<file path="src/rtl/four_request_capture_pkg.sv">
// Shared definitions for the four-channel request capture block.
package four_request_capture_pkg;

  typedef enum logic [1:0] {
    IDLE    = 2'd0,
    PRESENT = 2'd1,
    GAP     = 2'd2
  } state_e;

  localparam int unsigned CNT_W = 8;

  localparam int unsigned IDX_D = 3;
  localparam int unsigned IDX_C = 2;
  localparam int unsigned IDX_B = 1;
  localparam int unsigned IDX_A = 0;

  // One-hot mask of the highest-priority set bit (d over c over b over a).
  function automatic logic [3:0] top_bit_mask(input logic [3:0] v);
    logic [3:0] m;
    m = '0;
    if (v[IDX_D])      m[IDX_D] = 1'b1;
    else if (v[IDX_C]) m[IDX_C] = 1'b1;
    else if (v[IDX_B]) m[IDX_B] = 1'b1;
    else if (v[IDX_A]) m[IDX_A] = 1'b1;
    return m;
  endfunction

endpackage

</file>
<file path="src/rtl/four_request_capture_debounce.sv">
// Two-flop synchronizer plus counter debouncer for one raw request line.
// rise_o pulses for one cycle on the edge after the debounced level goes 0->1.
module request_debounce
  import four_request_capture_pkg::*;
#(
  parameter int unsigned DEBOUNCE_CYCLES = 4
) (
  input  logic clk_i,
  input  logic reset_i,
  input  logic req_i,
  output logic rise_o
);

  localparam logic [CNT_W-1:0] LAST_CNT = CNT_W'(DEBOUNCE_CYCLES - 1);

  logic             sync1_q, sync2_q;
  logic             level_q, level_d;
  logic             rise_q, rise_d;
  logic [CNT_W-1:0] cnt_q, cnt_d;

  // Count consecutive disagreeing cycles; adopt the synchronized level on the last one.
  always_comb begin
    level_d = level_q;
    rise_d  = 1'b0;
    cnt_d   = '0;
    if (sync2_q != level_q) begin
      if (cnt_q == LAST_CNT) begin
        level_d = sync2_q;
        rise_d  = sync2_q;
      end else begin
        cnt_d = cnt_q + CNT_W'(1);
      end
    end
  end

  // Synchronizer, debounced level, counter and rise pulse registers.
  always_ff @(posedge clk_i) begin
    if (reset_i) begin
      sync1_q <= 1'b0;
      sync2_q <= 1'b0;
      level_q <= 1'b0;
      rise_q  <= 1'b0;
      cnt_q   <= '0;
    end else begin
      sync1_q <= req_i;
      sync2_q <= sync1_q;
      level_q <= level_d;
      rise_q  <= rise_d;
      cnt_q   <= cnt_d;
    end
  end

  assign rise_o = rise_q;

endmodule

</file>
<file path="src/rtl/four_request_capture.sv">
// Captures debounced rising edges on four request lines and presents them,
// highest priority first, as a frozen snapshot to a downstream 4:2 encoder.
module four_request_capture
  import four_request_capture_pkg::*;
#(
  parameter int unsigned DEBOUNCE_CYCLES = 4
) (
  input  logic clk,
  input  logic reset,
  input  logic req_a,
  input  logic req_b,
  input  logic req_c,
  input  logic req_d,
  input  logic ack,
  output logic pend_a,
  output logic pend_b,
  output logic pend_c,
  output logic pend_d,
  output logic valid
);

  logic [3:0] rise;
  logic [3:0] pending_q, pending_d;
  logic [3:0] snap_q, snap_d;
  logic [3:0] clr;
  logic [3:0] pend_q, pend_d_out;
  logic       valid_q, valid_d;
  state_e     state_q, state_d;

  request_debounce #(.DEBOUNCE_CYCLES(DEBOUNCE_CYCLES)) u_deb_a (
    .clk_i(clk), .reset_i(reset), .req_i(req_a), .rise_o(rise[IDX_A]));
  request_debounce #(.DEBOUNCE_CYCLES(DEBOUNCE_CYCLES)) u_deb_b (
    .clk_i(clk), .reset_i(reset), .req_i(req_b), .rise_o(rise[IDX_B]));
  request_debounce #(.DEBOUNCE_CYCLES(DEBOUNCE_CYCLES)) u_deb_c (
    .clk_i(clk), .reset_i(reset), .req_i(req_c), .rise_o(rise[IDX_C]));
  request_debounce #(.DEBOUNCE_CYCLES(DEBOUNCE_CYCLES)) u_deb_d (
    .clk_i(clk), .reset_i(reset), .req_i(req_d), .rise_o(rise[IDX_D]));

  // State, pending, snapshot and registered output flops.
  always_ff @(posedge clk) begin
    if (reset) begin
      state_q   <= IDLE;
      pending_q <= '0;
      snap_q    <= '0;
      valid_q   <= 1'b0;
      pend_q    <= '0;
    end else begin
      state_q   <= state_d;
      pending_q <= pending_d;
      snap_q    <= snap_d;
      valid_q   <= valid_d;
      pend_q    <= pend_d_out;
    end
  end

  // Next state; a new rise is OR-ed in after the ack clear so a colliding set survives.
  always_comb begin
    state_d = state_q;
    snap_d  = snap_q;
    clr     = '0;
    unique case (state_q)
      IDLE: begin
        if (|pending_q) begin
          snap_d  = pending_q;
          state_d = PRESENT;
        end
      end
      PRESENT: begin
        if (ack) begin
          clr     = top_bit_mask(snap_q);
          snap_d  = snap_q & ~clr;
          state_d = GAP;
        end
      end
      GAP:     state_d = IDLE;
      default: state_d = IDLE;
    endcase
    pending_d = (pending_q & ~clr) | rise;
  end

  // Outputs are registered from next-state so they change on the same edge as the FSM.
  always_comb begin
    valid_d    = (state_d == PRESENT);
    pend_d_out = valid_d ? snap_d : '0;
  end

  assign valid  = valid_q;
  assign pend_a = pend_q[IDX_A];
  assign pend_b = pend_q[IDX_B];
  assign pend_c = pend_q[IDX_C];
  assign pend_d = pend_q[IDX_D];

endmodule

</file>
<file path="config.mk">
export PLATFORM = sky130hd
export DESIGN_NAME = four_request_capture
export DESIGN_NICKNAME = d
export VERILOG_FILES = /design/src/rtl/four_request_capture_pkg.sv /design/src/rtl/four_request_capture_debounce.sv /design/src/rtl/four_request_capture.sv
export SDC_FILE = /design/constraint.sdc
export NUM_CORES = 1
export LEC_CHECK = 0
export ABC_AREA = 0
export ABC_CLOCK_PERIOD_IN_PS = 1450
export CAP_MARGIN = 20
export CORE_MARGIN = 3
export CORE_UTILIZATION = 45
export CTS_CLUSTER_SIZE = 24
export DETAILED_ROUTE_END_ITERATION = 16
export MAX_ROUTING_LAYER = met4
export SLEW_MARGIN = 20
export SYNTH_ARGS = -nofsm -noshare
export SYNTH_HDL_FRONTEND = slang
export SYNTH_SLANG_ARGS = --single-unit
</file>
<file path="constraint.sdc">
create_clock -name clk -period 1.45 [get_ports clk]
set_input_delay 0.145 -clock clk [delete_from_list [all_inputs] [get_ports clk]]
set_output_delay 0.145 -clock clk [all_outputs]
set_load 0.01 [all_outputs]
</file>
; ---- Word-level counts from Yosys, hierarchy flattened
; Cells that the tools add are included.
[word_totals]
in_bits = 7
out_inout_bits = 5
word_cells = 87
reg_bits = 63
[classes]
n_mux = 19
n_addsub = 4
reduce_logical = 15
eq_ne = 10
n_bitwise = 14
[ops]
columns = cell, n
row1 = "8-bit by 1-bit adder with 8-bit output, second input constant", 4
row2 = "8-bit by 2-bit equality test with 1-bit output, second input constant", 4
row3 = 3-bit OR reduction, 8
row4 = 4-bit 2-to-1 mux, 4
row5 = 3-bit 2-to-1 mux, 3
row6 = 1-bit NOT, 9
row7 = 4-bit AND, 2
row8 = 4-bit NOT, 2
row9 = 4-bit one-hot mux with 2 select lines, 1
row10 = 2-bit AND reduction, 4
row11 = 1-bit 2-to-1 mux, 7
row12 = 2-bit 2-to-1 mux, 3
row13 = "2-bit by 1-bit equality test with 1-bit output, second input constant", 2
row14 = 1-bit inequality test, 4
row15 = 4-bit bitwise OR, 1
row16 = 2-bit one-hot mux with 2 select lines, 1
row17 = 4-bit OR reduction, 1
row18 = 2-bit zero test, 1
row19 = 2-bit OR reduction, 1

; ---- Longest topological paths before layout
; Gate-level depths: netlist (run 1).
[logic_depth]
ltp_word = 11
depth_mapped = 4
mapped_depth_nobuf = 4

; ---- Modules after synthesis
; Synthesis (run 1) repeated with hierarchy kept, for this count alone.
[unflattened]
cells_unflattened = 268
area_unflattened_um2 = 2507.4
[by_module_without_submodules]
columns = mod, n_inst, cells_each, area_each_um2, seq_area_each_um2
row1 = request_debounce, 4, 50, 474.2, 240.2
row2 = four_request_capture, 1, 68, 610.6, 300.3

; ---- Worst setup path after synthesis (run 1)
; OpenSTA, ideal clock, no wires.
[synth_timing]
path_kind = reg-to-reg
start = register u_deb_c.cnt_q[0]
end = register u_deb_c.cnt_q[2]
setup_ps = 131
n_path_buf = 0
path_stages_with_launch = 5
arrival_ps = 1401
synth_period_minus_slack_ps = 1532
required_ps = 1319
slack_ps = -82
cell_sequence = dfxtp_1 > ha_1 > or4b_1 > o211ai_1 > nor2_1
[synth_via]
elab_chain_cells = 2
elab_cells_between_ends = 3
cone_classes = add/sub (1) / eq/ne (1) / reduce/logical (1)
[synth_rtl]
columns = item, line_no
row1 = from (decl), four_request_capture_debounce.sv:19  ; logic [CNT_W-1:0] cnt_q, cnt_d;
row2 = from (signal assigned), four_request_capture_debounce.sv:49  ; cnt_q <= cnt_d;
row3 = branches (longest 2 deep; another with 8-bit by 1-bit adder with 8-bit output), -
; Several ways; the timed one is not identified.
; A chain may end at the register's enable or synchronous reset.

; ---- Final worst setup path (run 1)
[layout_timing]
start = register u_deb_b.cnt_q[1]
end = register u_deb_b.cnt_q[1]
[layout_via]
elab_chain_cells = 2
elab_cells_between_ends = 3
cone_classes = add/sub (1) / eq/ne (1) / reduce/logical (1)
[layout_rtl]
columns = item, line_no
row1 = from (decl), four_request_capture_debounce.sv:19
row2 = from (signal assigned), four_request_capture_debounce.sv:49
row3 = branches (longest 2 deep; another with 8-bit by 1-bit adder with 8-bit output), -
; Several ways; the timed one is not identified.

==> flow_summary_export.csv, run 1 <==
group,metric,value,unit
outcome,status,"finished with violations",
yosys,syn_avg_cell_area,9.19,µm²
finish,drive_gt1_share,22.9,%
floorplan,die_w,80.0,µm
clock_network,cts_buffers,9,
drt,drc_errors,0,
yosys,async_flop_share,0,%
setup_path,reg2reg_from,"u_deb_b.cnt_q[1]",
sta,max_freq,681,MHz
global_route,grt_max_degree,23,
finish,register_area,1270,µm²
floorplan,die-height,80.0,µm
floorplan,die_area,6400,µm²
setup_path,cp_data_required_time,1660,ps
flow_run,maxCapViolCount,0,
sta,finalSetupViolCount,8,
setup_path,crit_path_max_fanout,7,
floorplan,core_area,5200,µm²
sta,final-hold-violation-count,0,
yosys,synth_nets,279,
sta,finalCritPeriodShare,101,%
clock_network,cts_root_buf,"clkbuf_8",
finish,area_growth,32.1,%
drt,routedWlPerCell,11.8,µm
setup_path,crit_slowest_cell,"or4b_4",
power_and_ir_drop,p_leak,0.00118,µW
setup_path,reg2reg_depth,4,
sta,setup_tns,-76.5,ps
clock_network,clk_path_buf_depth,2,
sta,holdWs,367,ps
sta,slew_headroom,71.0,%
drt,wirelength,4690,µm
finish,final_nets,333,
setup_path,max_stage_delay,470,ps
sta,fin_ws,-18.9,ps
setup_path,path_class,"reg -> reg",
power_and_ir_drop,ir_worst_vdd,0.772,mV
finish,antennaDiodeCount,0,
clock_network,worstSkewPairLatency,330,ps
yosys,synth_cells,268,
min_path,hp-class,"in -> reg",
min_path,min_to,"u_deb_d.sync1_q",
yosys,synth_cell_types,34,
setup_path,endpoint_kind,"flop",
clock_network,cts_tree,"built",
placed_design,port_buffers,11,
global_route,antenna_found_initial,0,
drt,first_iter_violations,88,
finish,fill_cells,457,
setup_path,r2r-end,"u_deb_b.cnt_q[1]",
sta,layout_min_cycle_time,1470,ps
drt,vias,2029,
yosys,ys_ff_latch,63,
clock_network,cts_max_level,3,
placed_design,pre_cts_slack,-7.84,ps
finish,layout_commonest_cell,"dfxtp_1",
sta,rsz0062_at_grt,"true",
setup_path,cp_data_arrival_time,1680,ps
setup_path,crit_family,"simple AND/OR/NAND/NOR gates",
setup_path,crit_start,"u_deb_b.cnt_q[1]",
global_route,grt_pass1_wl,8070,µm
yosys,synth_edf_count,0,
min_path,whs_path_depth,2,
clock_network,path_clk_slew,70,ps
sta,skew,9.60,ps
global_route,grt.overflow.total,0,
power_and_ir_drop,p_per_area,1120,nW/µm²
finish,multi_input_area,1230,µm²
setup_path,reg2reg_slack,-20,ps
outcome,failed_checks,"negative setup slack",
setup_path,startpoint_type,"flop",
clock_network,cts_sinks,63,
placed_design,dp.cells,377,
drt,vias_per_cell,5.11,
yosys,ys_warn_count,0,
floorplan,rows,26,
min_path,min-delay-start,"req_d",
yosys,ys_seq_area_share,51.2,%
drt,firstDrtPassIters,4,
setup_path,path_cells,"ha_4, or4b_4, o211ai_4, nor2_1",
sta,worst_pin_slew,430,ps
setup_path,worst-path-buf-inv,0,
drt,antenna_left,0,
sta,drv_slew,0,
placed_design,place.detailed.hpwl,3280,µm
global_route,grt_usage,16.8,%
floorplan,start_util,47.3,%
yosys,ys.flop_type,"dfxtp_1",
global_route,grt_pass1_vias,1877,
placed_design,gp_congestion,0.811,
finish,final_cells,397,
yosys,syn-cell-area,2460,µm²
floorplan,ios,12,
finish,mostFrequentLayoutCells,"57 x dfxtp_1, 35 x buf_4, 32 x nor2_1",
worst max-delay path by stage:
stage | endpoint | slack (ps) | cells after the start
2_1_floorplan | u_deb_c.cnt_q[2] | -2 | 4
3_3_place_gp | u_deb_b.cnt_q[2] | 20 | 4
3_5_place_dp | pending_q[1] | -8 | 5
4_1_cts | u_deb_c.cnt_q[7] | -3 | 5
5_1_grt | u_deb_b.cnt_q[7] | -80 | 4
6_report | u_deb_b.cnt_q[1] | -20 | 4
state kept, by name (all words and copies together) (netlist names), 2 cells and up:
register	cells
state_q	2
pend_q	4
pending_q	4
u_deb_b.cnt_q	8
u_deb_a.cnt_q	8
snap_q	4
u_deb_d.cnt_q	8
u_deb_c.cnt_q	8
cell families (layout without fill, tap and decap cells):
group           Yosys count  after routing  share of synthesized area, %
simple gates            118            118                          26.1
flops                    63             63                          51.2
compound gates           52             52                          12.7
xor+xnor                 16             16                          5.69
buf+inv                  15             74                          2.29
fa+ha+maj                 4              4                          2.03
power by group:
| part | total [µW] | switching, µW | internal [µW] |
|---|---|---|---|
| clock network | 1820 | 675 | 1150 |
| registers | 1750 | 7.78 | 1740 |
| logic | 82.0 | 39.8 | 42.1 |
cell type report:
class | count | area share, %
flip-flops and latches | 63 | 39.0
multi-input cells | 190 | 37.7
repair buffers | 47 | 11.8
clock buffers | 9 | 3.81
clock inverters | 7 | 3.69
well taps | 70 | 2.69
inverters | 11 | 1.27
stage by stage:
step | cell area, µm² | total power [µW] | util [%]
2_1_floorplan | 2500 | 1830 | -
3_3_place_gp | 2920 | 1870 | 56.1
3_5_place_dp | 2920 | 1870 | 56.1
4_1_cts | 3180 | 3710 | 61.1
5_1_grt | 3250 | 3800 | 62.5
6_report | 3250 | 3660 | 62.5
Yosys cell counts, types with 2 or more instances:
cell type	count	area, µm²
o21ai_0	19	95.1
nor2_1	32	120
o211ai_1	3	22.5
nand4_1	4	25.0
nand2_1	14	52.6
xnor2_1	6	52.6
ha_1	4	50.1
nor2b_1	10	62.6
clkbuf_1	2	7.51
a21oi_1	19	95.1
buf_1	2	7.51
nand3_1	15	75.1
nor3_1	7	35.0
nor4_1	2	12.5
or4b_1	2	20.0
inv_1	11	41.3
nor4b_1	6	52.6
o211ai_2	2	25.0
or3_1	15	93.8
dfxtp_1	63	1260
a211oi_1	5	37.5
xor2_1	10	87.6
nor3b_1	2	15.0
and4_1	3	26.3
per-layer routing:
layer  wire length [µm]  vias up  part of all wire, %  track usage, %
met3                181        4                  3.9            6.77
met5                  0        -                    0               -
met4                 59        0                  1.3            6.08
met1               2290      928                   49            21.0
li1                   -     1065                    -               -
met2               2150       32                   46            24.6
timing repair:
item	CTS	global route
setup endpoints to repair	5	31
pin swaps	0	6
hold buffers	0	0
resized for setup	2	10
buffers inserted	1	3
gates cloned	0	0
worst reg2reg max path: cells and delay by family (launching register included):
kind | cells | cell delay (ps)
simple gates | 2 | 560
flops | 1 | 350
compound gates | 1 | 320
fa+ha+maj | 1 | 130
Note: power is estimated with default switching activity, not from simulation.
==> inputs of run 2 (changes only) <==
CAP_MARGIN = unset   (was 20)
==> results of run 2 <==
Final layout, timing and power as in run 1 (identical DEF).
==> inputs of run 3 (changes only) <==
DONT_BUFFER_PORTS = 1   (was unset)
SKIP_CTS_REPAIR_TIMING = 1   (was unset)
==> run 3 against run 2 <==
Against the previous run: global-route usage is essentially flat; the run ends with negative hold slack, negative setup slack left; largest cell class unchanged; power shrank 12%; routed wire length grew 1.3%; sequential power is essentially flat; utilization shrank 3.0 points; sequential share of layout area grew 2.0 points; critical path type unchanged; highest routed layer unchanged; flip-flop and latch count is the same; combinational power shrank 20%; maximum frequency is essentially flat; non-clock buffer count shrank 12.
==> flow_summary_export.csv, run 3 (synthesized netlist as in run 1, its figures left out) <==
group,metric,value,unit
setup_path,endpoint_kind,"flop",
placed_design,place.detailed.hpwl,3170,µm
clock_network,clk_path_buf_depth,2,
placed_design,gp_congestion,0.815,
setup_path,reg2reg_depth,5,
clock_network,worstSkewPairLatency,340,ps
drt,drc_errors,0,
global_route,grt_usage,16.9,%
finish,multi_input_area,1240,µm²
sta,layout_min_cycle_time,1470,ps
finish,area_growth,25.9,%
drt,vias_per_cell,5.23,
flow_run,maxCapViolCount,0,
sta,drv_slew,0,
setup_path,cp_data_required_time,1680,ps
sta,worst_pin_slew,944,ps
sta,slew_headroom,36.9,%
finish,mostFrequentLayoutCells,"57 x dfxtp_1, 31 x nor2_1, 29 x buf_4",
sta,finalSetupViolCount,12,
placed_design,port_buffers,0,
floorplan,die_w,80.0,µm
sta,fin_ws,-17.8,ps
clock_network,cts_tree,"built",
floorplan,die-height,80.0,µm
finish,final_core_util,59.5,%
outcome,failed_checks,"negative hold slack, negative setup slack",
setup_path,reg2reg_slack,-20,ps
power_and_ir_drop,p_per_area,1030,nW/µm²
clock_network,cts_sinks,63,
global_route,grt.overflow.total,0,
drt,first_iter_violations,97,
setup_path,startpoint_type,"flop",
clock_network,cts_root_buf,"clkbuf_8",
drt,vias,2007,
finish,antennaDiodeCount,0,
setup_path,path_class,"reg -> reg",
power_and_ir_drop,p_int,2520,µW
power_and_ir_drop,p_sw,685,µW
finish,final_nets,321,
sta,finalCritPeriodShare,101,%
finish,drive_gt1_share,22.6,%
power_and_ir_drop,clkPwrFrac,43.3,%
global_route,grt_pass1_vias,1840,
power_and_ir_drop,p_comb_share,2.0,%
power_and_ir_drop,ir_worst_vdd,0.794,mV
clock_network,path_clk_slew,70,ps
drt,wirelength,4750,µm
min_path,hp-class,"in -> reg",
floorplan,ios,12,
global_route,antenna_found_initial,0,
global_route,grt_pass1_wl,8130,µm
finish,layout_commonest_cell,"dfxtp_1",
global_route,grt_max_degree,32,
setup_path,crit_path_max_fanout,6,
floorplan,start_util,47.3,%
power_and_ir_drop,finalPower,3200,µW
sta,holdWs,-0.0966,ps
min_path,whs_path_depth,2,
finish,fill_cells,467,
sta,skew,7.38,ps
floorplan,die_area,6400,µm²
outcome,status,"finished with violations",
floorplan,rows,26,
setup_path,cp_data_arrival_time,1700,ps
drt,firstDrtPassIters,4,
drt,routedWlPerCell,12.4,µm
power_and_ir_drop,netSwitchingFraction,21.4,%
floorplan,core_area,5200,µm²
sta,rsz0062_at_grt,"true",
clock_network,cts_buffers,9,
power_and_ir_drop,power_frac_seq,54.7,%
finish,register_area,1270,µm²
sta,final-hold-violation-count,1,
drt,antenna_left,0,
clock_network,cts_max_level,3,
power_and_ir_drop,p_leak,0.00110,µW
sta,max_freq,681,MHz
## run 3: final timing paths
path,start,to
max,u_deb_c.cnt_q[0],u_deb_c.cnt_q[1]
min,ack,state_q[1]
max reg2reg,u_deb_c.cnt_q[0],u_deb_c.cnt_q[1]
min reg2reg,u_deb_d.rise_o,pending_q[3]
## run 3: layout make-up
class | count | area share (%)
clock inverter | 3 | 0.565
clock buffer | 12 | 5.33
tap | 70 | 2.83
sequential | 63 | 41.0
multi-input combinational | 190 | 39.9
timing repair buffer | 35 | 9.00
inverter | 11 | 1.33
## run 3: power by group through the flow
stage	logic, µW	clock network [µW]	registers (µW)
after global routing	74.6	1530	1750
after detailed placement	41.5	0	1790
after CTS	41.8	1440	1750
final	65.4	1390	1750
after global placement	41.5	0	1790
after floorplan	37.6	0	1790
## run 3: metal layers
metal | wire (µm) | vias to the layer above | part of all wire [%] | GRT usage, %
met5 | 0 | - | 0 | -
met4 | 82 | 0 | 1.7 | 6.08
met3 | 203 | 10 | 4.3 | 7.22
met2 | 2220 | 27 | 47 | 25.3
met1 | 2240 | 933 | 47 | 20.1
li1 | - | 1037 | - | -
## run 3: stage by stage
| step | instance area (µm²) | TNS, ps | hold slack, ps | setup WS, ps | std cells |
|---|---|---|---|---|---|
| finish | 3100 | -139 | -0.0966 | -17.8 | 384 |
| global route | 3100 | -765 | 20.7 | -72.7 | 384 |
| CTS | 2940 | -218 | -150 | -36.7 | 374 |
| detailed placement | 2760 | -124 | 222 | -27.8 | 359 |
| global placement | 2760 | 0 | 220 | 27.9 | 359 |
| floorplan | 2500 | -1.78 | 273 | -1.78 | 268 |
## run 3: critical path, cell delays in order, from the launching register on
cell and delay (ps):
dfxtp_4 360, ha_4 120, or4b_4 450, o211ai_1 200, buf_4 190, nor2_1 50
